**config.mk**
```make
export PLATFORM = sky130hd
export DESIGN_NAME = gcd_host
export DESIGN_NICKNAME = d
export VERILOG_FILES = /design/src/rtl/gcd_pkg.sv /design/src/rtl/gcd_host_timer.sv /design/src/rtl/gcd_host.sv
export SDC_FILE = /design/constraint.sdc
export NUM_CORES = 1
export LEC_CHECK = 0
export CAP_MARGIN = 0
export CORE_UTILIZATION = 50
export DETAILED_ROUTE_END_ITERATION = 10
export PLACE_DENSITY_LB_ADDON = 0.1
export RECOVER_POWER = 50
export SETUP_SLACK_MARGIN = 0.3
export SYNTH_ARGS = -nofsm -noshare
export SYNTH_HDL_FRONTEND = slang
export SYNTH_HIERARCHICAL = 1
export SYNTH_SLANG_ARGS = --single-unit
```
**constraint.sdc**
```tcl
create_clock -name clk -period 4.7 [get_ports clk]
set_input_delay 0.705 -clock clk [delete_from_list [all_inputs] [get_ports clk]]
set_output_delay 0.705 -clock clk [all_outputs]
set_load 0.02 [all_outputs]
```
**src/rtl/gcd_pkg.sv**
```systemverilog
// Shared types and constants for the GCD host sequencer: FSM states, the core
// bus operand order, and the counter-width helper.
package gcd_pkg;

  localparam int DEFAULT_WIDTH = 16;

  typedef enum logic [2:0] {
    S_IDLE,
    S_LOAD_A,
    S_LOAD_B,
    S_WAIT,
    S_CLEAR,
    S_RESP
  } state_e;

  // The core latches A on the cycle start is high, then B on the next cycle.
  typedef enum logic {
    BUS_A = 1'b0,
    BUS_B = 1'b1
  } bus_slot_e;

  localparam bus_slot_e BUS_FIRST  = BUS_A;
  localparam bus_slot_e BUS_SECOND = BUS_B;

  function automatic int cnt_width(input int max_count);
    return (max_count > 1) ? $clog2(max_count) : 1;
  endfunction

endpackage

```
**src/rtl/gcd_host_timer.sv**
```systemverilog
// Saturating up-counter with clear, load and enable. tc is high while the
// count sits at MAX-1; the count never wraps.
module gcd_host_timer
  import gcd_pkg::*;
#(
  parameter int MAX = 1024
) (
  input  logic                     clk,
  input  logic                     rst_n,
  input  logic                     clr,
  input  logic                     en,
  input  logic                     load,
  input  logic [cnt_width(MAX)-1:0] load_val,
  output logic                     tc
);

  localparam int            CW   = cnt_width(MAX);
  localparam logic [CW-1:0] LAST = CW'(MAX - 1);

  logic [CW-1:0] count_q, count_d;

  always_comb begin
    count_d = count_q;
    if (clr) begin
      count_d = '0;
    end else if (load) begin
      count_d = load_val;
    end else if (en && (count_q != LAST)) begin
      count_d = count_q + CW'(1);
    end
  end

  always_ff @(posedge clk or negedge rst_n) begin
    if (!rst_n) begin
      count_q <= '0;
    end else begin
      count_q <= count_d;
    end
  end

  assign tc = (count_q == LAST);

endmodule

```
**src/rtl/gcd_host.sv**
```systemverilog
// Requester-side sequencer for the subtractive GCD core: loads A then B onto
// the shared bus, waits for done or timeout, clears the core, returns a result.
module gcd_host
  import gcd_pkg::*;
#(
  parameter int WIDTH      = DEFAULT_WIDTH,
  parameter int TIMEOUT    = 1024,
  parameter int CLR_CYCLES = 2
) (
  input  logic             clk,
  input  logic             rst_n,
  input  logic             in_valid,
  output logic             in_ready,
  input  logic [WIDTH-1:0] in_a,
  input  logic [WIDTH-1:0] in_b,
  output logic             out_valid,
  input  logic             out_ready,
  output logic [WIDTH-1:0] out_gcd,
  output logic             out_err,
  output logic             busy,
  output logic             core_rst_n,
  output logic             core_start,
  output logic [WIDTH-1:0] core_data,
  input  logic             core_done,
  input  logic [WIDTH-1:0] core_result
);

  state_e           state_q, state_d;
  logic [WIDTH-1:0] a_q, a_d, b_q, b_d;
  logic             pend_q, pend_d;
  logic             in_ready_q, in_ready_d;
  logic             out_valid_q, out_valid_d;
  logic [WIDTH-1:0] out_gcd_q, out_gcd_d;
  logic             out_err_q, out_err_d;
  logic             busy_q, busy_d;
  logic             core_rst_n_q, core_rst_n_d;
  logic             core_start_q, core_start_d;
  logic [WIDTH-1:0] core_data_q, core_data_d;
  bus_slot_e        bus_slot;
  logic             wait_tc, clr_tc;

  gcd_host_timer #(.MAX(TIMEOUT)) u_wait_timer (
    .clk      (clk),
    .rst_n    (rst_n),
    .clr      (state_q != S_WAIT),
    .en       ((state_q == S_WAIT) && !core_done),
    .load     (1'b0),
    .load_val ('0),
    .tc       (wait_tc)
  );

  gcd_host_timer #(.MAX(CLR_CYCLES)) u_clr_timer (
    .clk      (clk),
    .rst_n    (rst_n),
    .clr      (state_q != S_CLEAR),
    .en       (state_q == S_CLEAR),
    .load     (1'b0),
    .load_val ('0),
    .tc       (clr_tc)
  );

  always_comb begin
    // NOTE: every variable written here gets a default first, so no path can infer a latch.
    state_d   = state_q;
    a_d       = a_q;
    b_d       = b_q;
    pend_d    = pend_q;
    out_gcd_d = out_gcd_q;
    out_err_d = out_err_q;

    unique case (state_q)
      S_IDLE: begin
        if (in_valid) begin
          a_d = in_a;
          b_d = in_b;
          // A zero operand never terminates on the core, so answer locally.
          if ((in_a == '0) || (in_b == '0)) begin
            state_d   = S_RESP;
            out_gcd_d = (in_a == '0) ? in_b : in_a;
            out_err_d = (in_a == '0) && (in_b == '0);
          end else begin
            state_d = S_LOAD_A;
          end
        end
      end
      S_LOAD_A: state_d = S_LOAD_B;
      S_LOAD_B: state_d = S_WAIT;
      S_WAIT: begin
        if (core_done) begin
          out_gcd_d = core_result;
          out_err_d = 1'b0;
          pend_d    = 1'b1;
          state_d   = S_CLEAR;
        end else if (wait_tc) begin
          out_gcd_d = '0;
          out_err_d = 1'b1;
          pend_d    = 1'b1;
          state_d   = S_CLEAR;
        end
      end
      S_CLEAR: begin
        if (clr_tc) begin
          state_d = pend_q ? S_RESP : S_IDLE;
          pend_d  = 1'b0;
        end
      end
      S_RESP: begin
        if (out_ready) begin
          state_d = S_IDLE;
        end
      end
      default: state_d = S_CLEAR;
    endcase

    // Outputs are decoded from the next state so they register alongside it.
    bus_slot     = (state_d == S_LOAD_A) ? BUS_FIRST : BUS_SECOND;
    core_data_d  = core_data_q;
    if (state_d inside {S_LOAD_A, S_LOAD_B, S_WAIT}) begin
      core_data_d = (bus_slot == BUS_A) ? a_d : b_d;
    end
    in_ready_d   = (state_d == S_IDLE);
    out_valid_d  = (state_d == S_RESP);
    busy_d       = (state_d != S_IDLE);
    core_rst_n_d = (state_d != S_CLEAR);
    core_start_d = (state_d == S_LOAD_A);
  end

  always_ff @(posedge clk or negedge rst_n) begin
    // NOTE: every register is reset, operand latches included, so an abort discards the job.
    if (!rst_n) begin
      state_q      <= S_CLEAR;
      a_q          <= '0;
      b_q          <= '0;
      pend_q       <= 1'b0;
      in_ready_q   <= 1'b0;
      out_valid_q  <= 1'b0;
      out_gcd_q    <= '0;
      out_err_q    <= 1'b0;
      busy_q       <= 1'b1;
      core_rst_n_q <= 1'b0;
      core_start_q <= 1'b0;
      core_data_q  <= '0;
    end else begin
      // NOTE: non-blocking only, so every flop samples pre-edge values.
      state_q      <= state_d;
      a_q          <= a_d;
      b_q          <= b_d;
      pend_q       <= pend_d;
      in_ready_q   <= in_ready_d;
      out_valid_q  <= out_valid_d;
      out_gcd_q    <= out_gcd_d;
      out_err_q    <= out_err_d;
      busy_q       <= busy_d;
      core_rst_n_q <= core_rst_n_d;
      core_start_q <= core_start_d;
      core_data_q  <= core_data_d;
    end
  end

  assign in_ready   = in_ready_q;
  assign out_valid  = out_valid_q;
  assign out_gcd    = out_gcd_q;
  assign out_err    = out_err_q;
  assign busy       = busy_q;
  assign core_rst_n = core_rst_n_q;
  assign core_start = core_start_q;
  assign core_data  = core_data_q;

endmodule

```
# Yosys cells after proc, flatten, opt, wreduce, memory -nomap -nowiden
# Index checks and enable logic that the tools add are counted.
[totals]
ff_bits = 85
output_inout_bits = 38
[classes]
eq_ne = 18
muxes = 31
bitwise_logic = 1
reduce_logical = 18
add_sub_neg = 2
[op_table]
columns = ["op", "n"]
rows = [
  ["two-way mux 16 bit", 10],
  ["logical NOT 16 bit", 2],
  ["one-hot mux 16 bit (2 select lines)", 1],
  ["two-way mux 3 bit", 7],
  ["two-way mux 10 bit", 2],
  ["one-hot mux 3 bit (6 select lines)", 1],
  ["equality test 3 x 2 -> 1 bit (second input constant)", 4],
  ["adder 10 x 1 -> 10 bit (second input constant)", 1],
  ["equality test 10 bit (second input constant)", 1],
  ["inequality test 10 bit (second input constant)", 1],
  ["equality test 3 bit (second input constant)", 3],
  ["two-way mux 1 bit", 8],
  ["nonzero test 2 bit", 4],
  ["equality test 3 x 1 -> 1 bit (second input constant)", 2],
  ["logical NOT 3 bit", 2],
  ["inequality test 2 bit (second input constant)", 3],
  ["inequality test 3 x 2 -> 1 bit (second input constant)", 2],
  ["inequality test 3 bit (second input constant)", 2],
  ["nonzero test 3 bit", 2],
  ["logical AND 1 bit", 4],
  ["one-hot mux 1 bit (2 select lines)", 2],
  ["AND reduction 4 bit", 1],
  ["AND reduction 3 bit", 1],
  ["adder 1 bit (second input constant)", 1],
  ["other kinds (3)", 3],
]

# Longest topological paths before layout
# Gate-level depths: netlist of the first run.
[depth]
word_depth = 7
ltp_mapped = 10

# Modules after synthesis
# Netlist of the first run, hierarchy kept.
[by_module_without_submodules]
columns = ["mod", "seq_area_each_um2", "cells_each", "area_per_inst_um2", "instances"]
rows = [
  ["gcd_host", 1854.3, 275, 3339.5, 1],
  ["gcd_host_timer (u_wait_timer)", 250.2, 69, 660.6, 1],
  ["gcd_host_timer (u_clr_timer)", 25.0, 4, 58.8, 1],
]

# Worst setup path before layout of the first run
# Ideal clock, no wire load.
[synth_timing]
kind = "register to register"
start = "register u_wait_timer.count_q[0]"
end = "register core_data_q[0] (netlist: core_data[0])"
n_path_buf = 1
setup_ns = 0.079
arrival_ns = 2.097
period_less_slack_ns = 2.176
stages_incl_launch_ff = 11
required_time_ns = 4.621
slack_ns = 2.524
path_cell_list = "dfrtp_1 > ha_1 > nand2_1 > or2_2 > nor2_1 > o211a_1 > nor2_1 > o22ai_2 > nor2_2 > buf_4 > a2bb2oi_1"
[synth_via]
elab_chain_cells = 6
elab_cells_between_ends = 9
cone_classes = "eq/ne: 4; mux: 4; reduce/logical: 1"
[synth_lines]
columns = ["element", "line_no", "text"]
rows = [
  ["from (decl)", "gcd_host_timer.sv:20", "logic [CW-1:0] count_q, count_d;"],
  ["from (signal assigned)", "gcd_host_timer.sv:37", "count_q <= count_d;"],
  ["equality test 10 bit (*)", "gcd_host_timer.sv:41", "assign tc = (count_q == LAST);"],
  ["net wait_tc", "gcd_host.sv:40", "logic wait_tc, clr_tc;"],
  ["two-way mux 3 bit (*)", "gcd_host.sv:94", "end else if (wait_tc) begin"],
  ["two-way mux 3 bit (*)", "gcd_host.sv:89", "if (core_done) begin"],
  ["one-hot mux 3 bit (6 select lines) (*)", "gcd_host.sv:71", "unique case (state_q)"],
  ["net state_d[1]", "gcd_host.sv:28", "state_e state_q, state_d;"],
  ["equality test 3 x 1 -> 1 bit / equality test 3 x 2 -> 1 bit (equally long branches)", "gcd_host.sv:116, gcd_host.sv:118", ""],
  ["nonzero test 3 bit / two-way mux 16 bit (equally long branches)", "gcd_host.sv:118, gcd_host.sv:119", ""],
  ["to (signal assigned)", "gcd_host.sv:156", "core_data_q <= core_data_d;"],
  ["to (decl)", "gcd_host.sv:38", "logic [WIDTH-1:0] core_data_q, core_data_d;"],
]
# Mark *: on every way through the listed nets, which the timed path passes. The rest lies on a longest branch.
# A chain may end at the register's enable or synchronous reset.

# Final worst setup path of the first run
[layout_timing]
start = "input port in_valid"
end = "register core_data_q[0] (netlist: core_data[0])"
[layout_via]
elab_chain_cells = 4
elab_cells_between_ends = 11
cone_classes = "eq/ne: 3; mux: 7; reduce/logical: 1"
[layout_lines]
columns = ["element", "line_no", "text"]
rows = [
  ["from (decl)", "gcd_host.sv:12", "input logic in_valid,"],
  ["two-way mux 3 bit", "gcd_host.sv:73", "if (in_valid) begin"],
  ["one-hot mux 3 bit (6 select lines)", "gcd_host.sv:71", ""],
  ["equality test 3 x 1 -> 1 bit / equality test 3 x 2 -> 1 bit (equally long branches)", "gcd_host.sv:116, gcd_host.sv:118", ""],
  ["nonzero test 3 bit / two-way mux 16 bit (equally long branches)", "gcd_host.sv:118, gcd_host.sv:119", ""],
]
# Parallel ways exist; a longest one is shown, timed or not.

==> results of run 1 <==
-- cells in the mapped netlist, drive strengths merged, types with 2 or more instances --
cell type / instances / share of area [%]
mux2: 48 / 13
nand3: 4 / 0.80
xnor2: 2 / 0.43
buf: 11 / 1.7
dfrtp: 83 / 51
a2bb2oi: 10 / 2.2
o32ai: 10 / 2.2
o21ai: 13 / 1.6
inv: 5 / 0.46
o21a: 2 / 0.55
o31a: 2 / 0.43
nor2: 20 / 2.2
dfstp: 2 / 1.3
nand3b: 2 / 0.37
nor3: 5 / 0.86
mux2i: 3 / 0.74
xor2: 2 / 0.43
a22oi: 5 / 0.92
a211oi: 3 / 0.55
nand2: 11 / 1.0
a311oi: 2 / 0.59
o311ai: 3 / 0.65
o21bai: 2 / 0.37
o2bb2ai: 4 / 0.86
a21oi: 50 / 6.2
o22ai: 2 / 0.46
nor4: 9 / 1.4
clkbuf: 9 / 0.83
and4: 2 / 0.43
nand4: 2 / 0.46
-- cell families (layout without fill, tap and decap cells) --
logic type,count (synthesis),in the layout,synth area share [%]
AOI/OAI and AO/OA,119,119,19.9
DFF,85,85,52.5
and+or+nand+nor,62,62,9.34
muxes,51,51,14.1
buffers and inverters,25,114,2.99
xor gates and xnor gates,4,4,0.863
adders and majority gates,1,1,0.308
other,1,15,0.0924
-- stage by stage --
stage	worst slack [ns]	power, W	util (%)
after CTS	1.62	0.00324	67.1
after floorplan	2.52	0.00220	-
after detailed placement	1.37	0.00277	64.9
after global placement	1.40	0.00274	64.9
after global routing	0.710	0.00341	67.0
final	0.980	0.00321	67.0
-- final cells by class --
type / count / area (um^2)
Timing Repair Buffer: 93 / 915
Fill cell: 641 / 2580
Sequential cell: 85 / 2130
Tap cell: 102 / 128
Clock buffer: 10 / 128
Clock inverter: 6 / 47.5
Inverter: 5 / 18.8
Multi-Input combinational cell: 252 / 1860
-- worst max-delay path, delay by kind of cell --
kind	cells	cell delay, ns
AOI/OAI and AO/OA	3	0.79
buffers and inverters	2	1.86
and+or+nand+nor	2	0.62
-- state kept, by name, summed over array words and instances, names as in the netlist --
register / flops
state_q: 3
busy: 1
out_gcd: 16
a_q: 16
pend_q: 1
core_rst_n: 1
b_q: 16
core_start: 1
core_data: 16
out_err: 1
u_clr_timer/tc: 1
in_ready: 1
out_valid: 1
u_wait_timer/count_q: 10
-- power by group --
part	internal [W]	switching [W]	leakage, nW	total (W)
sequential	0.00107	0.000165	1.03	0.00123
combinational	0.000726	0.000782	1.01	0.00151
clock	0.000196	0.000270	0.0804	0.000466
total	0.00199	0.00122	2.12	0.00321
-- metal layers --
| metal | global-route usage, % | vias up | wire length (um) |
|---|---|---|---|
| met5 | 0 | - | 0 |
| met4 | 8.59 | 0 | 238 |
| met3 | 4.39 | 18 | 447 |
| met2 | 38.5 | 90 | 4600 |
| met1 | 37.1 | 1619 | 4770 |
| li1 | - | 1511 | - |
-- how the worst max path moves through the flow --
stage | end | slack [ns] | start | cells after the start
finish | core_data[0] | 0.98 | in_valid | 7
global route | core_data[14] | 0.71 | in_valid | 7
CTS | core_data[11] | 1.62 | u_wait_timer/count_q[0] | 9
detailed placement | core_data[11] | 1.37 | core_done | 7
global placement | out_gcd[13] | 1.40 | in_a[3] | 6
floorplan | core_data[0] | 2.52 | u_wait_timer/count_q[0] | 10
==> run metrics, run 1 <==
clock sink total 85; f_max approximately 0.27 GHz; sequential fraction of the synthesis area a little over half; CP Max Fanout 35; Reg2Reg Launch Point state_q[1]; R2R Setup Slk between 1 and 1.5 ns; CTS tree done; Buffers on Ports 90; # DRC 0; hold-fix buffer count after cts 0; FF+latch count, synth 85; Die Ht roughly 92 um; die width 92.1 um; antenna-violating nets left 0; Post-Syn Instances between 300 and 400; hold path startpoint b_q[6]; final non-filler cell total ~550; Required @ worst endpoint 4.96 ns; cells resized by post-CTS repair 0; worst r2r path cells 6; final-report max-slew violation count 122; first-pass GRT wire length between 15 and 20 mm; Final min period approximately 3.7 ns; period utilisation layout between 70% and 80%; H-tree levels 3; First-pass DRT Iterations 4; PD cells between 600 and 700 nW/um^2; vias in the first global route approximately 3,200; Post-CTS Setup Bufs 0; clock latency at the later pin of the worst-skew pair between 0.3 and 0.4 ns; synthesized area 4060 um^2; violated checks max-capacitance violations, max-slew violations; Via density around 6; leakage power ~2.1 nW; largest net degree at the start of global routing 86; total global-route track usage roughly 25%; setup_tns 0 ns; CORE AREA between 7000 and 8000 um^2; root buf cell clkbuf_8; hold slack ~0.49 ns; CP Class in -> reg; dpl cell area ~5000 um^2; most frequent cells in the layout dfrtp_1 (83), clkdlybuf4s50_1 (75), a21oi_1 (50); Detail Placement HPWL a little over 7 mm; initial antenna violation count 0; slew at the pin closest to its max-slew limit around 2.1 ns; CP Cell Sequence clkdlybuf4s50_1 > nor4b_4 > clkbuf_1 > a311o_2 > o22ai_2 > nor2_2 > a2bb2oi_1; vias after detailed routing 3,238; layout cell share with drive strength beyond 1 16.4%; Fin. Hold Viols 0; Startpoint Class primary input; die area approximately 8500 um^2; worst r2r dst core_data[0]; Initial DRC Count 185; Post-synth EDFFs 0; TritonCTS Buffers 9; Async SR Flop Fraction 100%; CP max stage delay about 1.4 ns; commonest non-fill, non-tap cell in the layout dfrtp_1; site row count 32; Post-Place Cells about 540; Initial Utilization 52.0%; hold-critical path depth 1; Max clock buf depth 2; Synth cell types 63; Final setup viols 0; clk slew on worst S/H paths ~0.09 ns; clk_skew roughly 0.012 ns; CP max stage cell clkbuf_1; status finished with violations; CP arrival ~4.0 ns; max cap viols 2; Final #Nets 500; Rel. slew slack -39.6%; mean post-synth cell area between 10 and 15 um^2; VDD IR-drop max ~0.37 mV; unrepaired setup endpoints after global routing no; YS warnings 6; Tightest Hold Check Type reg -> reg; sink of the worst hold path b_q[6]; Finished Cell Area about 5200 um^2; GRT Residual Overflow 0; GP Congestion between 0.8 and 0.9; Ports 91; Routed Wire Length about 10 mm; WL/cell between 15 and 20 um; Layout area overhead 28.8%; antenna cells 0; ys flop type dfrtp_1; CP endpoint kind flop
(Power assumes the default switching activity.)
==> inputs of run 2 (changes only) <==
- clock period: 4.7 -> 3.46 ns (I/O delays scaled with it)
==> run 2 against run 1 <==
  * Worst hold slack improved by 0.0020 ns
  * Clock skew rose by 0.00054 ns
  * Setup slack got worse by 0.52 ns
  * Flip-flop and latch count did not move
  * Cell area rose by 1.5%
  * Via count barely moved
  * Critical endpoint is now core_data[15]
  * Combinational power rose by 38%
  * Die area did not move
  * The flow still finishes with violations (max-capacitance violations, max-slew violations)
  * Non-clock buffer count rose by 3
  * Routed wire length barely moved
  * Critical path depth fell by 1
==> run metrics, run 2 (synthesis results as in run 1) <==
TritonCTS Buffers 9; CP endpoint kind flop; clk slew on worst S/H paths ~0.090 ns; Tightest Hold Check Type reg -> reg; root buf cell clkbuf_8; slew at the pin closest to its max-slew limit about 2.1 ns; Max clock buf depth 2; initial antenna violation count 0; hold-critical path depth 1; CP Max Fanout 31; H-tree levels 3; antenna-violating nets left 0; vias after detailed routing about 3,200; Logic pwr share between 40% and 50%; P_int just under 0.003 W; WL/cell 18.1 um; FILL cells 617; antenna cells 0; CORE AREA just under 8000 um^2; largest net degree at the start of global routing 86; clock latency at the later pin of the worst-skew pair between 0.3 and 0.4 ns; Sw Pwr ~0.0017 W; die area 8480 um^2; final non-filler cell total 556; violated checks max-capacitance violations, max-slew violations; VDD IR-drop max between 0.5 and 0.6 mV; # DRC 0; Final setup viols 0; unrepaired setup endpoints after global routing no; clock share of power 17.7%; first-pass GRT wire length 16.4 mm; max cap viols 1; Post-Place Cells between 500 and 600; f_max about 0.33 GHz; Routed Wire Length ~10 mm; FF/Latch Area around 2100 um^2; GP Congestion approximately 0.8; Initial DRC Count around 150; Buffers on Ports 90; Layout area overhead 30.7%; most frequent cells in the layout clkdlybuf4s50_1 (85), dfrtp_1 (83), a21oi_1 (50); Final #Nets about 500; period utilisation layout between 80% and 90%; CP arrival roughly 3.2 ns; clock sink total 85; hold path startpoint a_q[1]; status finished with violations; CP Class in -> reg; setup_tns 0 ns; Multi-input gate area between 1500 and 2000 um^2; GRT Residual Overflow 0; Startpoint Class primary input; total global-route track usage between 20% and 30%; worst r2r path cells 5; Required @ worst endpoint ~3.7 ns; Reg2Reg Launch Point state_q[1]; Fin. Hold Viols 0; sink of the worst hold path a_q[1]; commonest non-fill, non-tap cell in the layout clkdlybuf4s50_1; R2R Setup Slk ~0.62 ns; PD cells 859 nW/um^2; Initial Utilization 52.0%; vias in the first global route 3,144; clk_skew between 0.01 and 0.015 ns; Detail Placement HPWL slightly above 7 mm; CTS tree done; Final min period 3.00 ns; Via density 5.82; leakage power 2.16 nW; final-report max-slew violation count 86; Sw Share 36.7%; Ports about 90; First-pass DRT Iterations 5; die width around 92 um; site row count 32; layout cell share with drive strength beyond 1 around 16%; worst r2r dst core_data[15]; Die Ht 92.1 um; Seq pwr share about 37%; Rel. slew slack -36.7%
-- run 2: cell types whose count changed in the layout (fill, tap and decap cells not counted), sizes merged --
cell and delta:
clkdlybuf4s50 +10, dlygate4sd3 -10, buf +3, bufinv +2, clkinvlp -2, inv +2, clkbuf -1, clkinv -1
-- run 2: worst max-delay path by stage --
stage,cells past startpoint,start,end
CTS,9,u_wait_timer/count_q[0],core_data[6]
floorplan,10,u_wait_timer/count_q[0],core_data[0]
global placement,6,in_a[3],out_gcd[13]
finish,6,in_valid,core_data[15]
global route,6,in_valid,core_data[0]
detailed placement,9,u_wait_timer/count_q[0],core_data[6]
-- run 2: repair_timing --
item,4_1_cts,5_1_grt
hold buffers,0,0
buffers inserted,0,0
setup endpoints to repair,0,5
gates resized for setup,0,1
-- run 2: worst max-delay path, stage by stage --
cell and delay [ns]:
dlygate4sd3_1 0.53, nor4b_1 1.00, buf_12 0.30, mux2_1 0.36, o32a_1 0.32, o22a_1 0.19
-- run 2: power groups by stage --
stage	clock [W]	sequential (W)	combinational [W]
floorplan	0	0.00189	0.00111
global placement	0	0.00168	0.00205
detailed placement	0	0.00169	0.00210
CTS	0.000817	0.00168	0.00212
global route	0.000857	0.00172	0.00224
finish	0.000805	0.00167	0.00208
-- run 2: cell type report --
cell class,instances,share of cell area [%]
well taps,102,2.41
clock buffers,9,2.34
flip-flops and latches,85,40.2
inverters,5,0.354
repair buffers,96,17.9
clock inverters,7,1.98
multi-input cells,252,34.9
-- run 2: per-layer routing --
layer	share of wire, %	up-vias	routed length (um)	global-route usage [%]
met4	1.6	0	164	8.33
met3	5.9	12	596	4.73
met5	0	-	0	0
met2	45	122	4550	37.6
met1	47	1594	4730	37.0
li1	-	1508	-	-
-- run 2: through the flow --
stage          area [um^2]  power (W)  hold WS, ns  util, %  setup WS, ns
2_1_floorplan         4110    0.00299        0.223        -          1.28
5_1_grt               5300    0.00482        0.513     67.9         0.358
4_1_cts               5330    0.00461        0.391     68.2         0.479
3_5_place_dp          5100    0.00379        0.481     65.3         0.510
6_report              5300    0.00456        0.495     67.9         0.465
3_3_place_gp          5100    0.00373        0.473     65.3         0.631
==> inputs of run 3 (changes only) <==
- clock period: 3.46 -> 2.8 ns (I/O delays scaled with it)
==> run 3 against run 2 <==
  * The flow now finishes without violations
  * Routed wire length grew 3.2%
  * Count of clock-buffer cells in the layout grew 1
  * Die area is the same
  * First-iteration DRC count grew 19%
  * Via count grew 2.8%
  * Final cell count grew 1.1%
  * Combinational power grew 28%
  * Power grew 24%
  * Critical endpoint is now core_data[1]
==> run metrics, run 3 (synthesis results as in run 1) <==
First-pass DRT Iterations 5; PD cells 1060 nW/um^2; initial antenna violation count 0; WL/cell 18.5 um; site row count 32; layout cell share with drive strength beyond 1 around 18%; TritonCTS Buffers 9; clock latency at the later pin of the worst-skew pair approximately 0.35 ns; largest net degree at the start of global routing 44; slew at the pin closest to its max-slew limit roughly 1.1 ns; most frequent cells in the layout clkdlybuf4s50_1 (89), dfrtp_1 (82), a21oi_1 (50); f_max 0.420 GHz; antenna-violating nets left 0; GRT Residual Overflow 0; root buf cell clkbuf_8; antenna cells 0; total global-route track usage approximately a quarter; Power Total 0.00566 W; CP Max Fanout 12; commonest non-fill, non-tap cell in the layout clkdlybuf4s50_1; unrepaired setup endpoints after global routing no; vias after detailed routing around 3,300; leakage power ~2.2 nW; CP arrival between 2 and 3 ns; max cap viols 0; # DRC 0; VDD IR-drop max around 0.75 mV; Initial DRC Count 180; Ports just over 90; period utilisation layout between 80% and 90%; clock sink total 85; Final min period 2.38 ns; clk_skew around 0.0075 ns; first-pass GRT wire length 16.8 mm; H-tree levels 3; Rel. slew slack between 20 and 30%; die width between 90 and 100 um; GP Congestion 0.845; setup_tns 0 ns; vias in the first global route around 3,300; Routed Wire Length 10.4 mm; CTS tree done; worst r2r path cells 11; CORE AREA about 8000 um^2; Tightest Hold Check Type in -> async; Final setup viols 0; Layout area overhead 31.9%; Die Ht between 90 and 100 um; Fin. Hold Viols 0; CP endpoint kind flop; Detail Placement HPWL ~7.3 mm; Buffers on Ports 90; die area around 8500 um^2; final-report max-slew violation count 0; Required @ worst endpoint between 3 and 4 ns; Initial Utilization between 50 and 60%; CP Class reg -> reg; Via density 5.92; clk slew on worst S/H paths 0.09 ns; Max clock buf depth 2; status completed; Final #Nets 509; Startpoint Class flop
[run 3: changes by cell type in the layout (fill, tap and decap cells not counted), sizes merged]
cell / delta
clkdlybuf4s50: +4
clkinvlp: +2
dlygate4sd3: -4
inv: -3
buf: +7
[run 3: layout make-up]
cell class              instances  area, um^2
inverters                       5        18.8
multi-input cells             252        1860
well taps                     102         128
clock buffers                  10         128
repair buffers                102         998
flip-flops and latches         85        2130
fillers                       602        2450
clock inverters                 6        87.6
[run 3: worst paths after layout]
check                                         from                       to  slack (ns)
setup / recovery           u_wait_timer/count_q[1]             core_data[1]        0.42
hold / removal                               rst_n  u_wait_timer/count_q[3]        0.05
setup reg to reg           u_wait_timer/count_q[1]             core_data[1]        0.42
hold reg to reg                        out_gcd[13]              out_gcd[13]        0.50
max in group asynchronous                    rst_n  u_wait_timer/count_q[0]        1.27
min in group clk                       out_gcd[13]              out_gcd[13]        0.50
[run 3: critical path, stage by stage (launching register included)]
cell	delay (ns)
dfrtp_1	0.41
ha_1	0.21
nand2_1	0.12
or2_2	0.34
nor2_2	0.17
o211a_1	0.19
buf_4	0.20
nor2_2	0.08
o22ai_2	0.21
buf_4	0.18
o21ai_0	0.09
o21ai_1	0.10
[run 3: timing repair]
item                       in CTS  in global routing
cloned                          0                  0
pin swaps                       1                  1
setup buffers                   1                  1
hold buffers                    0                  0
gates resized for setup         1                  4
setup endpoints to repair       6                 16
hold endpoints to repair        0                  0
[run 3: routing by layer]
metal / GRT usage, % / part of all wire [%] / wire length, um
met5: 0 / 0 / 0
met4: 8.46 / 0.84 / 87
met3: 4.73 / 6.8 / 709
met2: 40.5 / 47 / 4850
met1: 36.3 / 46 / 4720
[run 3: where the power goes]
part	total, W	internal, W	switching, W
logic	0.00267	0.00132	0.00135
registers	0.00206	0.00179	0.000265
clock network	0.000941	0.000501	0.000440
[run 3: per-stage QoR]
stage / utilization, % / instance area [um^2] / cells / hold slack, ns / worst slack, ns
after CTS: 68.8 / 5370 / 561 / 0.0658 / 0.311
final: 68.6 / 5350 / 562 / 0.0478 / 0.420
after floorplan: - / 4110 / 362 / 0.124 / 0.624
after global placement: 65.8 / 5140 / 544 / 0.448 / 0.301
after global routing: 68.6 / 5350 / 562 / 0.0817 / 0.300
after detailed placement: 65.8 / 5140 / 544 / 0.454 / 0.250
